<file path="src/rtl/uart_frame_rx.sv">
// uart_frame_rx: serial front end that recovers start + DATA_W payload + stop frames
// from an asynchronous idle-high line. The bit period is chosen per frame from baud_sel.
// Good payloads are presented on data with a one-cycle valid pulse.
// A high start bit is reported with a start_err pulse.
// A low stop bit is reported with a frame_err pulse.
module uart_frame_rx #(
  parameter int CLKS_FAST = 46880,
  parameter int CLKS_SLOW = 93760,
  parameter int DATA_W    = 10
) (
  input  logic              clk,
  input  logic              rst,
  input  logic              in,
  input  logic              baud_sel,
  output logic [DATA_W-1:0] data,
  output logic              valid,
  output logic              frame_err,
  output logic              start_err,
  output logic              busy
);

  localparam int CNT_W = $clog2(CLKS_SLOW);
  localparam int IDX_W = (DATA_W > 1) ? $clog2(DATA_W) : 1;

  // Terminal counts: full bit period and half period (mid-bit of the start bit).
  localparam logic [CNT_W-1:0] FAST_LAST = CNT_W'(CLKS_FAST - 1);
  localparam logic [CNT_W-1:0] SLOW_LAST = CNT_W'(CLKS_SLOW - 1);
  localparam logic [CNT_W-1:0] FAST_HALF = CNT_W'(CLKS_FAST / 2 - 1);
  localparam logic [CNT_W-1:0] SLOW_HALF = CNT_W'(CLKS_SLOW / 2 - 1);
  localparam logic [IDX_W-1:0] IDX_LAST  = IDX_W'(DATA_W - 1);

  typedef enum logic [2:0] {
    S_IDLE    = 3'd0,
    S_START   = 3'd1,
    S_DATA    = 3'd2,
    S_STOP    = 3'd3,
    S_WAIT_HI = 3'd4
  } state_t;

  state_t            state_q, state_d;
  logic              sync1_q, sync1_d;
  logic              sync2_q, sync2_d;
  logic              line_prev_q, line_prev_d;
  logic [CNT_W-1:0]  cnt_q, cnt_d;
  logic [IDX_W-1:0]  idx_q, idx_d;
  logic [DATA_W-1:0] shift_q, shift_d;
  logic [DATA_W-1:0] data_q, data_d;
  logic              sel_q, sel_d;
  logic              valid_q, valid_d;
  logic              frame_err_q, frame_err_d;
  logic              start_err_q, start_err_d;
  logic              busy_q, busy_d;

  logic [CNT_W-1:0]  cnt_last;
  logic [CNT_W-1:0]  cnt_half;
  logic              line_fall;

  // Synchroniser chain plus one more stage used only for falling-edge detection.
  always_comb begin
    sync1_d     = in;
    sync2_d     = sync1_q;
    line_prev_d = sync2_q;
  end

  // Period selection uses the rate latched when the frame started, never the live input.
  always_comb begin
    cnt_last  = sel_q ? SLOW_LAST : FAST_LAST;
    cnt_half  = sel_q ? SLOW_HALF : FAST_HALF;
    line_fall = line_prev_q & ~sync2_q;
  end

  // Frame FSM: next state, counters, shift register and result pulses.
  always_comb begin
    state_d     = state_q;
    cnt_d       = cnt_q;
    idx_d       = idx_q;
    shift_d     = shift_q;
    data_d      = data_q;
    sel_d       = sel_q;
    valid_d     = 1'b0;
    frame_err_d = 1'b0;
    start_err_d = 1'b0;

    case (state_q)
      S_IDLE: begin
        cnt_d = '0;
        idx_d = '0;
        if (line_fall) begin
          state_d = S_START;
          sel_d   = baud_sel;
        end
      end

      S_START: begin
        if (cnt_q == cnt_half) begin
          cnt_d = '0;
          if (!sync2_q) begin
            state_d = S_DATA;
            idx_d   = '0;
          end else begin
            // Line went back high before mid-start: treat as a glitch.
            start_err_d = 1'b1;
            state_d     = S_IDLE;
          end
        end else begin
          cnt_d = cnt_q + 1'b1;
        end
      end

      S_DATA: begin
        if (cnt_q == cnt_last) begin
          cnt_d   = '0;
          shift_d = {shift_q[DATA_W-2:0], sync2_q};
          if (idx_q == IDX_LAST) begin
            state_d = S_STOP;
          end else begin
            idx_d = idx_q + 1'b1;
          end
        end else begin
          cnt_d = cnt_q + 1'b1;
        end
      end

      S_STOP: begin
        if (cnt_q == cnt_last) begin
          cnt_d = '0;
          if (sync2_q) begin
            data_d  = shift_q;
            valid_d = 1'b1;
            state_d = S_IDLE;
          end else begin
            // Keep the previous payload; wait for the line to recover so a
            // stuck-low line cannot look like a new start bit.
            frame_err_d = 1'b1;
            state_d     = S_WAIT_HI;
          end
        end else begin
          cnt_d = cnt_q + 1'b1;
        end
      end

      S_WAIT_HI: begin
        if (sync2_q) begin
          state_d = S_IDLE;
        end
      end

      default: begin
        state_d = S_IDLE;
      end
    endcase

    busy_d = (state_d != S_IDLE);
  end

  // All state, including the synchroniser, returns to idle-line values on reset.
  always_ff @(posedge clk or negedge rst) begin
    if (!rst) begin
      state_q     <= S_IDLE;
      sync1_q     <= 1'b1;
      sync2_q     <= 1'b1;
      line_prev_q <= 1'b1;
      cnt_q       <= '0;
      idx_q       <= '0;
      shift_q     <= '0;
      data_q      <= '0;
      sel_q       <= 1'b0;
      valid_q     <= 1'b0;
      frame_err_q <= 1'b0;
      start_err_q <= 1'b0;
      busy_q      <= 1'b0;
    end else begin
      state_q     <= state_d;
      sync1_q     <= sync1_d;
      sync2_q     <= sync2_d;
      line_prev_q <= line_prev_d;
      cnt_q       <= cnt_d;
      idx_q       <= idx_d;
      shift_q     <= shift_d;
      data_q      <= data_d;
      sel_q       <= sel_d;
      valid_q     <= valid_d;
      frame_err_q <= frame_err_d;
      start_err_q <= start_err_d;
      busy_q      <= busy_d;
    end
  end

  assign data      = data_q;
  assign valid     = valid_q;
  assign frame_err = frame_err_q;
  assign start_err = start_err_q;
  assign busy      = busy_q;

  // Result pulses are mutually exclusive and last a single cycle.
  a_onehot_pulses : assert property (@(posedge clk) disable iff (!rst)
    $onehot0({valid_q, frame_err_q, start_err_q}));
  a_valid_single  : assert property (@(posedge clk) disable iff (!rst)
    valid_q |=> !valid_q);
  a_ferr_single   : assert property (@(posedge clk) disable iff (!rst)
    frame_err_q |=> !frame_err_q);
  a_serr_single   : assert property (@(posedge clk) disable iff (!rst)
    start_err_q |=> !start_err_q);

endmodule

</file>
<file path="config.mk">
export PLATFORM = sky130hd
export DESIGN_NAME = uart_frame_rx
export DESIGN_NICKNAME = d
export VERILOG_FILES = /design/src/rtl/uart_frame_rx.sv
export SDC_FILE = /design/constraint.sdc
export NUM_CORES = 1
export LEC_CHECK = 0
export BUFFER_PORTS_ARGS = -buffer_cell sky130_fd_sc_hd__buf_4
export CORE_UTILIZATION = 35
export CTS_CLUSTER_SIZE = 16
export DETAILED_ROUTE_END_ITERATION = 16
export PLACE_DENSITY = 0.53
export SYNTH_ARGS = -nofsm -noshare
export SYNTH_HDL_FRONTEND = slang
export SYNTH_SLANG_ARGS = --single-unit
</file>
<file path="constraint.sdc">
create_clock -name clk -period 5.2 [get_ports clk]
set_input_delay 0.26 -clock clk [delete_from_list [all_inputs] [get_ports clk]]
set_output_delay 0.26 -clock clk [all_outputs]
set_load 0.03 [all_outputs]
</file>
==> flow_summary.json <==
{
  "h-tree-depth": 2,
  "r2r_start": "cnt_q[7]",
  "detail-route-antenna-nets": 0,
  "slew_viol_final": 0,
  "row_count": 31,
  "arrival_ns": 2.62,
  "numCtsBuffers": 5,
  "fmax_ghz": 0.412,
  "grt_pass1_wl_microns": 8880,
  "routedWlPerCell_microns": 14.5,
  "dpl.hpwl_microns": 3580,
  "syn_area_sq_mm": 0.00262,
  "clock_latency_ns": 0.31,
  "setup_viol": 0,
  "period_needed_ns": 2.42,
  "clkTransAtPathRegs_ns": 0.09,
  "startpoint": "cnt_q[7]",
  "finalNonFillerCells": 355,
  "holdWs_ns": -0.0349,
  "netlist_instances": 237,
  "hold_class": "in -> async",
  "reg2reg_to": "data[6]",
  "use_met2": 0.219,
  "cts-root-buf": "clkbuf_8",
  "yosys-top-cells-count": "dfrtp_1 (49), nor2_1 (21), nand2_1 (17)",
  "gr-usage-met1": 0.215,
  "powerDensity_mw_per_mm2": 269,
  "skew_ns": 0.00526,
  "end_kind": "flip-flop",
  "routed_wl_microns": 5130,
  "io_buffer_count": 17,
  "die_area_sq_mm": 0.00784,
  "num_io_pins": 18,
  "fin_ws_ns": 2.78,
  "nets": 262,
  "antenna_found_initial": 0,
  "finalHoldViolCount": 39,
  "syn_nets": 244,
  "start_util": 0.362,
  "gp_congestion": 0.788,
  "cts.path.max_buffers": 2,
  "dp.cells": 347,
  "timing.final.crit_share": 0.466,
  "p_total_uw": 786,
  "synth-edff-count": 0,
  "synth_top_area_frac": 0.468,
  "worstSetupPathType": "reg -> reg",
  "dpl_worst_slack_ns": 2.75,
  "reg2regPathDepth": 5,
  "start_kind": "flip-flop",
  "ctsResizeCount": 0,
  "core_sq_mm": 0.00725,
  "finalSetupTns_ns": 0,
  "route.vias.total": 1810,
  "drt-initial-drc-count": 76,
  "grt_pass1_vias": 1760,
  "die_h_microns": 88.6,
  "worstMarginPinSlew_ns": 0.799,
  "synth_warnings": 0,
  "cts_tree": "yes",
  "rsz0062_at_grt": "false",
  "synth_seq_cells": 52,
  "critPathMaxFanout": 11,
  "area_growth_pct": 11.5,
  "synth.most_common_cell": "dfrtp_1",
  "seq_area_frac_synth": 0.498,
  "top_usage_layer": "met2",
  "syn_area_per_cell_sq_um": 11.1,
  "firstDrtPassIters": 4,
  "grtUsageMet3": 0.0280,
  "synth_cell_types": 52,
  "violations": "negative hold slack",
  "async_reset_ff_frac": 1.00,
  "cts_sinks": 52,
  "holdBufCountCts": 0,
  "maxCapViolations": 0,
  "synth_ff_type": "dfrtp_1",
  "required_ns": 5.40,
  "p_leak_uw": 0.00135,
  "relSlewSlack": 0.463,
  "ir_worst_vdd_mv": 0.101,
  "die_x_microns": 88.6,
  "fillCellCount": 733,
  "drive_above_1_share": 0.238,
  "drc": 0,
  "ys_top_cells_by_area": "dfrtp_1 (47%), mux2_4 (5.2%), mux2_2 (5.2%)",
  "grt_usage": 0.147,
  "viasPerCell": 5.10,
  "grt_max_degree": 53,
  "grt-ovfl-total": 0,
  "regArea_sq_mm": 0.00131,
  "diodes": 0,
  "rrSetupSlack_ns": 2.78,
  "multiInputGateArea_sq_mm": 0.00123,
  "cts_setup_buffers": 0,
  "status": "complete, but fails checks",
  "synth_top_area_cell": "dfrtp_1"
}
layout by cell type, fill, tap and decap left out, types with 3 or more instances in the layout:
master	instances
mux2_4	9
buf_4	19
nand2_1	17
clkbuf_8	5
dfrtp_1	49
o211ai_1	5
and3_1	4
a31oi_1	6
inv_1	9
mux2_2	12
nor3_1	8
ha_1	3
nand4_1	7
xnor2_1	6
o21ai_0	12
xor2_1	3
dfstp_2	3
a21oi_1	7
nand3_1	12
and4_1	3
nor2_1	21
layout make-up:
cell class,instances,area share
tap,99,0.0424
timing repair buffer,19,0.0488
clock inverter,2,0.00557
multi-input combinational,168,0.420
inverter,9,0.0116
clock buffer,6,0.0248
sequential,52,0.446
flip-flops by register name, indices dropped and copies added (netlist names), 3 cells and up:
| name | count |
|---|---|
| cnt_q | 17 |
| data | 10 |
| shift_q | 10 |
| idx_q | 4 |
| state_q | 3 |
worst max path at each step:
stage          endpoint
2_1_floorplan   data[1]
6_report        data[6]
3_3_place_gp    data[2]
3_5_place_dp    data[6]
5_1_grt         data[6]
4_1_cts         data[2]
routing by layer:
metal  part of all wire  up-vias  wire, microns
li1                   -      898              -
met1               0.51      878           2630
met2               0.44       29           2260
met3              0.031        5            160
met4              0.016        0             80
met5                  0        -              0
power by group:
part | leakage [uW] | total (uW) | internal [uW] | switching, uW
clock | 0.0000414 | 230 | 96.0 | 134
sequential | 0.000699 | 465 | 432 | 33.5
combinational | 0.000613 | 91.6 | 37.8 | 53.8
logic make-up after synthesis:
logic type               synth area share
AO/OA/AOI/OAI                       0.106
XOR/XNOR                           0.0301
adder cells (fa/ha/maj)            0.0143
buffers and inverters              0.0339
flip-flops                          0.498
multiplexers                        0.111
AND/OR/NAND/NOR                     0.207
critical path, stage by stage (launching register included):
cell and delay [ns]:
dfrtp_1 0.46, and4b_1 0.34, nand4_1 0.21, nor3b_4 0.37, nand4_2 0.47, mux2_4 0.46
stage by stage:
stage	hold WS (ns)	util	cell area, sq um
after floorplan	-0.0356	-	2620
after CTS	0.00357	0.403	2920
after global placement	0.345	0.391	2830
final	-0.0349	0.403	2920
after global routing	0.0304	0.403	2920
after detailed placement	0.343	0.391	2830
No activity file was read; power rests on OpenSTA's default activity.
